`src/rtl/axis_pkt_gen.sv`:
```
// Command-driven AXI4-Stream packet generator: one incrementing-pattern packet per accepted command.
// Optional packet/byte statistics are built only when AXIS_PKT_GEN_STATS_EN is defined.
module axis_pkt_gen #(
   parameter int DATA_WIDTH = 512,
   parameter int LEN_WIDTH  = 16
) (
   input  logic                    aclk,
   input  logic                    areset,
   input  logic                    cmd_valid,
   output logic                    cmd_ready,
   input  logic [LEN_WIDTH-1:0]    cmd_len,
   input  logic [31:0]             cmd_seed,
   output logic                    m_axis_tvalid,
   input  logic                    m_axis_tready,
   output logic [DATA_WIDTH-1:0]   m_axis_tdata,
   output logic [DATA_WIDTH/8-1:0] m_axis_tkeep,
   output logic                    m_axis_tlast,
   output logic [31:0]             pkt_count,
   output logic [47:0]             byte_count
);

   localparam int B = DATA_WIDTH / 8;
   localparam int L = DATA_WIDTH / 32;
   localparam logic [31:0]          B_W   = 32'(B);
   localparam logic [31:0]          L_W   = 32'(L);
   localparam logic [LEN_WIDTH-1:0] B_LEN = LEN_WIDTH'(B);

   localparam logic [0:0] IDLE = 1'b0;
   localparam logic [0:0] SEND = 1'b1;

   logic [0:0]            state_q, state_d;
   logic [31:0]           base_q, base_d;
   logic [LEN_WIDTH-1:0]  rem_q, rem_d;
   logic                  tvalid_q, tvalid_d;
   logic [DATA_WIDTH-1:0] tdata_q, tdata_d;
   logic [B-1:0]          tkeep_q, tkeep_d;
   logic                  tlast_q, tlast_d;

   logic                  accept;
   logic                  beat_hs;
   logic                  load;
   logic [31:0]           nxt_base;
   logic [LEN_WIDTH-1:0]  nxt_rem;
   logic [31:0]           nxt_rem32;
   logic [DATA_WIDTH-1:0] beat_data;
   logic [B-1:0]          beat_keep;
   logic                  beat_last;

   assign cmd_ready = (state_q == IDLE) && !areset;
   assign accept    = cmd_ready && cmd_valid && (cmd_len != '0);
   assign beat_hs   = tvalid_q && m_axis_tready;

   // rem is the byte count still owed, including the beat being built.
   always_comb begin
      nxt_base = base_q + L_W;
      nxt_rem  = rem_q - B_LEN;
      if (state_q == IDLE) begin
         nxt_base = cmd_seed;
         nxt_rem  = cmd_len;
      end
      nxt_rem32 = 32'(nxt_rem);
   end

   always_comb begin
      beat_data = '0;
      beat_keep = '0;
      for (int i = 0; i < L; i++) begin
         beat_data[32*i +: 32] = nxt_base + 32'(i);
      end
      for (int j = 0; j < B; j++) begin
         beat_keep[j] = (32'(j) < nxt_rem32);
         if (32'(j) >= nxt_rem32) begin
            beat_data[8*j +: 8] = 8'h00;
         end
      end
      beat_last = (nxt_rem32 <= B_W);
   end

   always_comb begin
      state_d  = state_q;
      base_d   = base_q;
      rem_d    = rem_q;
      tvalid_d = tvalid_q;
      tdata_d  = tdata_q;
      tkeep_d  = tkeep_q;
      tlast_d  = tlast_q;
      load     = 1'b0;
      if (state_q == IDLE) begin
         if (accept) begin
            state_d = SEND;
            load    = 1'b1;
         end
      end else if (beat_hs) begin
         if (tlast_q) begin
            state_d  = IDLE;
            tvalid_d = 1'b0;
            tdata_d  = '0;
            tkeep_d  = '0;
            tlast_d  = 1'b0;
         end else begin
            load = 1'b1;
         end
      end
      if (load) begin
         base_d   = nxt_base;
         rem_d    = nxt_rem;
         tvalid_d = 1'b1;
         tdata_d  = beat_data;
         tkeep_d  = beat_keep;
         tlast_d  = beat_last;
      end
   end

   always_ff @(posedge aclk or posedge areset) begin
      if (areset) begin
         state_q  <= IDLE;
         base_q   <= '0;
         rem_q    <= '0;
         tvalid_q <= 1'b0;
         tdata_q  <= '0;
         tkeep_q  <= '0;
         tlast_q  <= 1'b0;
      end else begin
         state_q  <= state_d;
         base_q   <= base_d;
         rem_q    <= rem_d;
         tvalid_q <= tvalid_d;
         tdata_q  <= tdata_d;
         tkeep_q  <= tkeep_d;
         tlast_q  <= tlast_d;
      end
   end

   assign m_axis_tvalid = tvalid_q;
   assign m_axis_tdata  = tdata_q;
   assign m_axis_tkeep  = tkeep_q;
   assign m_axis_tlast  = tlast_q;

`ifdef AXIS_PKT_GEN_STATS_EN
   logic [LEN_WIDTH-1:0] len_q;
   logic [31:0]          pkt_q, pkt_d;
   logic [47:0]          bytes_q, bytes_d;
   logic                 pkt_done;

   assign pkt_done = (state_q == SEND) && beat_hs && tlast_q;

   always_comb begin
      pkt_d   = pkt_q;
      bytes_d = bytes_q;
      if (pkt_done) begin
         pkt_d   = pkt_q + 32'd1;
         bytes_d = bytes_q + 48'(len_q);
      end
   end

   always_ff @(posedge aclk or posedge areset) begin
      if (areset) begin
         len_q   <= '0;
         pkt_q   <= '0;
         bytes_q <= '0;
      end else begin
         if (accept) begin
            len_q <= cmd_len;
         end
         pkt_q   <= pkt_d;
         bytes_q <= bytes_d;
      end
   end

   assign pkt_count  = pkt_q;
   assign byte_count = bytes_q;
`else
   assign pkt_count  = '0;
   assign byte_count = '0;
`endif

endmodule

```
`config.mk`:
```
export PLATFORM = sky130hd
export DESIGN_NAME = axis_pkt_gen
export DESIGN_NICKNAME = d
export VERILOG_FILES = /design/src/rtl/axis_pkt_gen.sv
export SDC_FILE = /design/constraint.sdc
export NUM_CORES = 2
export LEC_CHECK = 0
export CAP_MARGIN = 20
export CORE_AREA = 3 3 277 279
export CTS_CLUSTER_DIAMETER = 100
export DETAILED_ROUTE_END_ITERATION = 8
export DIE_AREA = 0 0 280 282
export PLACE_DENSITY = 0.68
export SLEW_MARGIN = 0
export SYNTH_ARGS = -nofsm -noshare
export SYNTH_HDL_FRONTEND = slang
export SYNTH_SLANG_ARGS = --single-unit
```
`constraint.sdc`:
```
create_clock -name aclk -period 44 [get_ports aclk]
set_input_delay 6.6 -clock aclk [delete_from_list [all_inputs] [get_ports aclk]]
set_output_delay 6.6 -clock aclk [all_outputs]
set_load 0.02 [all_outputs]
```
==> flow_summary.ini <==
[worst_setup_path]
cp-end-kind = output port
reg2reg_from = state_q$_DFF_PP0_
r2r_end = m_axis_tdata[364]$_DFFE_PP0P_
cp.arrival_ns = 7.93
path_class = primary input to output port
critPathMaxFanout = 2
crit_path_start_kind = primary input
rrSetupSlack_ns = 38.16
rr_worst_depth = 9
required_ns = 37.40

[clock_network]
cts.sinks = 627
cts_resized = 0
numCtsBuffers = 71
htree_levels = 3
cts_buffer_depth = 3
path_clk_slew_ns = 0.06
cts_tree = yes
root_buffer = clkbuf_16
insertion_delay_ns = 0.65
post-cts-setup-buffers = 0
cts_hold_buf = 0

[placed_design]
dp_cells = 5044
dp_slack_ns = 29.46
placed_area_um2 = 39930
io_buffers = 630
dp_hpwl_um = 118200
gp_congestion = 1.032

[floorplan]
die-area_um2 = 78960
die_w_um = 280
die_y_um = 282
design.core.area_um2 = 74450
start_util = 0.4404
io_pins = 711
placementRows = 100

[global_route]
antenna_found_initial = 11
grt_pass1_wl_um = 229200
grt.overflow.total = 0
grt_pass1_vias = 30311
grt_max_degree = 223
grt_usage = 0.4072

[timing]
period_needed_ns = 14.53
skew_ns = 0.02982
timing.final.ws_setup_ns = 29.47
final.period_utilization = 0.3301
setup_viol = 0
worst_pin_slew_ns = 1.266
slew_violations = 0
finalHoldViolCount = 0
rsz0062_at_grt = no
slew_headroom = 0.1521
fmax_ghz = 0.06884
tns_ns = 0
holdWs_ns = 0.4738

[detailed_routing]
drc_errors = 0
wl_met2_um = 70410
highest_layer = met5
vias = 32620
wl_met1_um = 61110
postRouteAntennaNets = 0
wl_met3_um = 21890
drt_iter0_markers = 5014
wire_per_inst_um = 31.99
wl_um = 166100
drt-pass1-iter-count = 8
vias_per_cell = 6.284

[synthesis]
synth_edf_count = 0
synth_seq_area_share = 0.4786
synth_seq_cells = 627
ys_top_cells_by_area = dfrtp_1 (48%), xnor2_1 (7.4%), nand2_1 (7.2%), o21ai_0 (5.2%), a22o_1 (3.4%)
yosysWarnings = 0
synth_area_um2 = 32790
syn_inst = 3623
synth_cell_types = 75
synthFlopType = dfrtp_1
synth.avg_cell_area_um2 = 9.050
synth_top_area_frac = 0.4786
synth_top_area_cell = dfrtp_1
synthArstFlopShare = 1.000

[finish]
nets = 4222
layout_common_cells = clkdlybuf4s50_1 (630), dfrtp_1 (626), nand2_1 (625), o21ai_0 (341), xnor2_1 (276)
final_cell_area_um2 = 42430
fillers = 6734
fin_util = 0.5700
drive_above_1_share = 0.07502
final_common_cell = clkdlybuf4s50_1
fin_cells = 5191
area_growth_pct = 29.42

[worst_hold_path]
hp-start = m_axis_tdata[403]$_DFFE_PP0P_
worstHoldEndpoint = m_axis_tdata[403]$_DFFE_PP0P_
min_delay_path_depth = 2
min_path_type = register to register

[power_and_ir_drop]
power_density_nw_per_um2 = 94.08
leakage_nw = 17.49
total_power_mw = 3.992
vdd_ir_drop_max_mv = 0.05366

[run]
maxCapViolations = 0

[outcome]
status = complete, no violations
==> state kept, by name, summed over array words and instances, names as in the netlist <==
signal,count
m_axis_tkeep,64
m_axis_tvalid,1
base_q,32
m_axis_tdata,512
m_axis_tlast,1
rem_q,16
state_q,1
==> cells in the mapped netlist, types with 6 or more instances <==
| cell type | instances |
|---|---|
| dfrtp_1 | 627 |
| nand2_1 | 625 |
| o21ai_0 | 343 |
| xnor2_1 | 276 |
| nor2_1 | 236 |
| clkbuf_1 | 235 |
| nand3_1 | 158 |
| a22o_1 | 127 |
| nand4_1 | 101 |
| buf_4 | 82 |
| a21oi_1 | 79 |
| nor4_1 | 78 |
| xor2_1 | 62 |
| nor3_1 | 61 |
| a21o_1 | 32 |
| or3_1 | 32 |
| a32oi_1 | 31 |
| o211ai_1 | 30 |
| a31oi_1 | 26 |
| buf_1 | 26 |
| or4_1 | 26 |
| inv_1 | 22 |
| o21ai_1 | 21 |
| o311ai_0 | 21 |
| mux2i_1 | 19 |
| a211o_1 | 17 |
| nand2b_1 | 16 |
| ha_1 | 15 |
| or2_2 | 15 |
| buf_2 | 14 |
| a31o_2 | 13 |
| or3b_2 | 13 |
| a32o_1 | 12 |
| and3_1 | 12 |
| and2_1 | 11 |
| nand3b_1 | 11 |
| o31ai_1 | 11 |
| a211oi_1 | 8 |
| mux2_2 | 7 |
| nor2b_1 | 7 |
| and4_1 | 6 |
| nor3b_1 | 6 |
==> kinds of logic (layout without fill, tap and decap cells) <==
kind of cell / count (synthesis) / count (layout) / synth area share
adders and majority gates: 15 / 15 / 0.005724
DFF: 627 / 627 / 0.4786
muxes: 26 / 26 / 0.008205
other: 1 / 90 / 0.0001144
and+or+nand+nor: 1432 / 1432 / 0.2046
xor gates and xnor gates: 338 / 338 / 0.09029
buffers and inverters: 382 / 892 / 0.05369
AOI/OAI and AO/OA: 802 / 802 / 0.1588
==> worst max path at each step <==
stage,from,endpoint,slack (ns)
CTS,areset,cmd_ready,29.47
floorplan,areset,base_q[0]$_DFFE_PP0P_,19.84
global route,areset,cmd_ready,29.44
detailed placement,areset,cmd_ready,29.46
finish,areset,cmd_ready,29.47
global placement,areset,cmd_ready,29.46
==> worst max-delay path, cell delays in order <==
cell and delay [ns]:
clkdlybuf4s50_1 0.51, nor2_1 0.18, clkdlybuf4s50_1 0.64
==> per-layer routing <==
layer,GRT usage,up-vias
met4,0.2592,10
met2,0.5885,2299
met1,0.5122,16100
met3,0.1561,528
li1,-,13683
met5,0,-
==> where the power goes <==
part | switching, mW | internal, mW | total (mW) | leakage [nW]
Combinational | 1.51 | 0.832 | 2.34 | 8.33
Clock | 0.264 | 0.363 | 0.627 | 1.19
Sequential | 0.188 | 0.832 | 1.02 | 7.97
==> layout make-up <==
cell class	instances	area (µm²)	share of cell area
clock buffers	106	2140	0.05042
clock inverters	24	286.5	0.006753
diodes	10	25.02	0.0005897
inverters	24	97.59	0.002300
flip-flops and latches	627	15690	0.3699
repair buffers	738	7144	0.1684
multi-input cells	2693	15830	0.3731
well taps	969	1212	0.02857
Power figures use the tool's default switching activity.
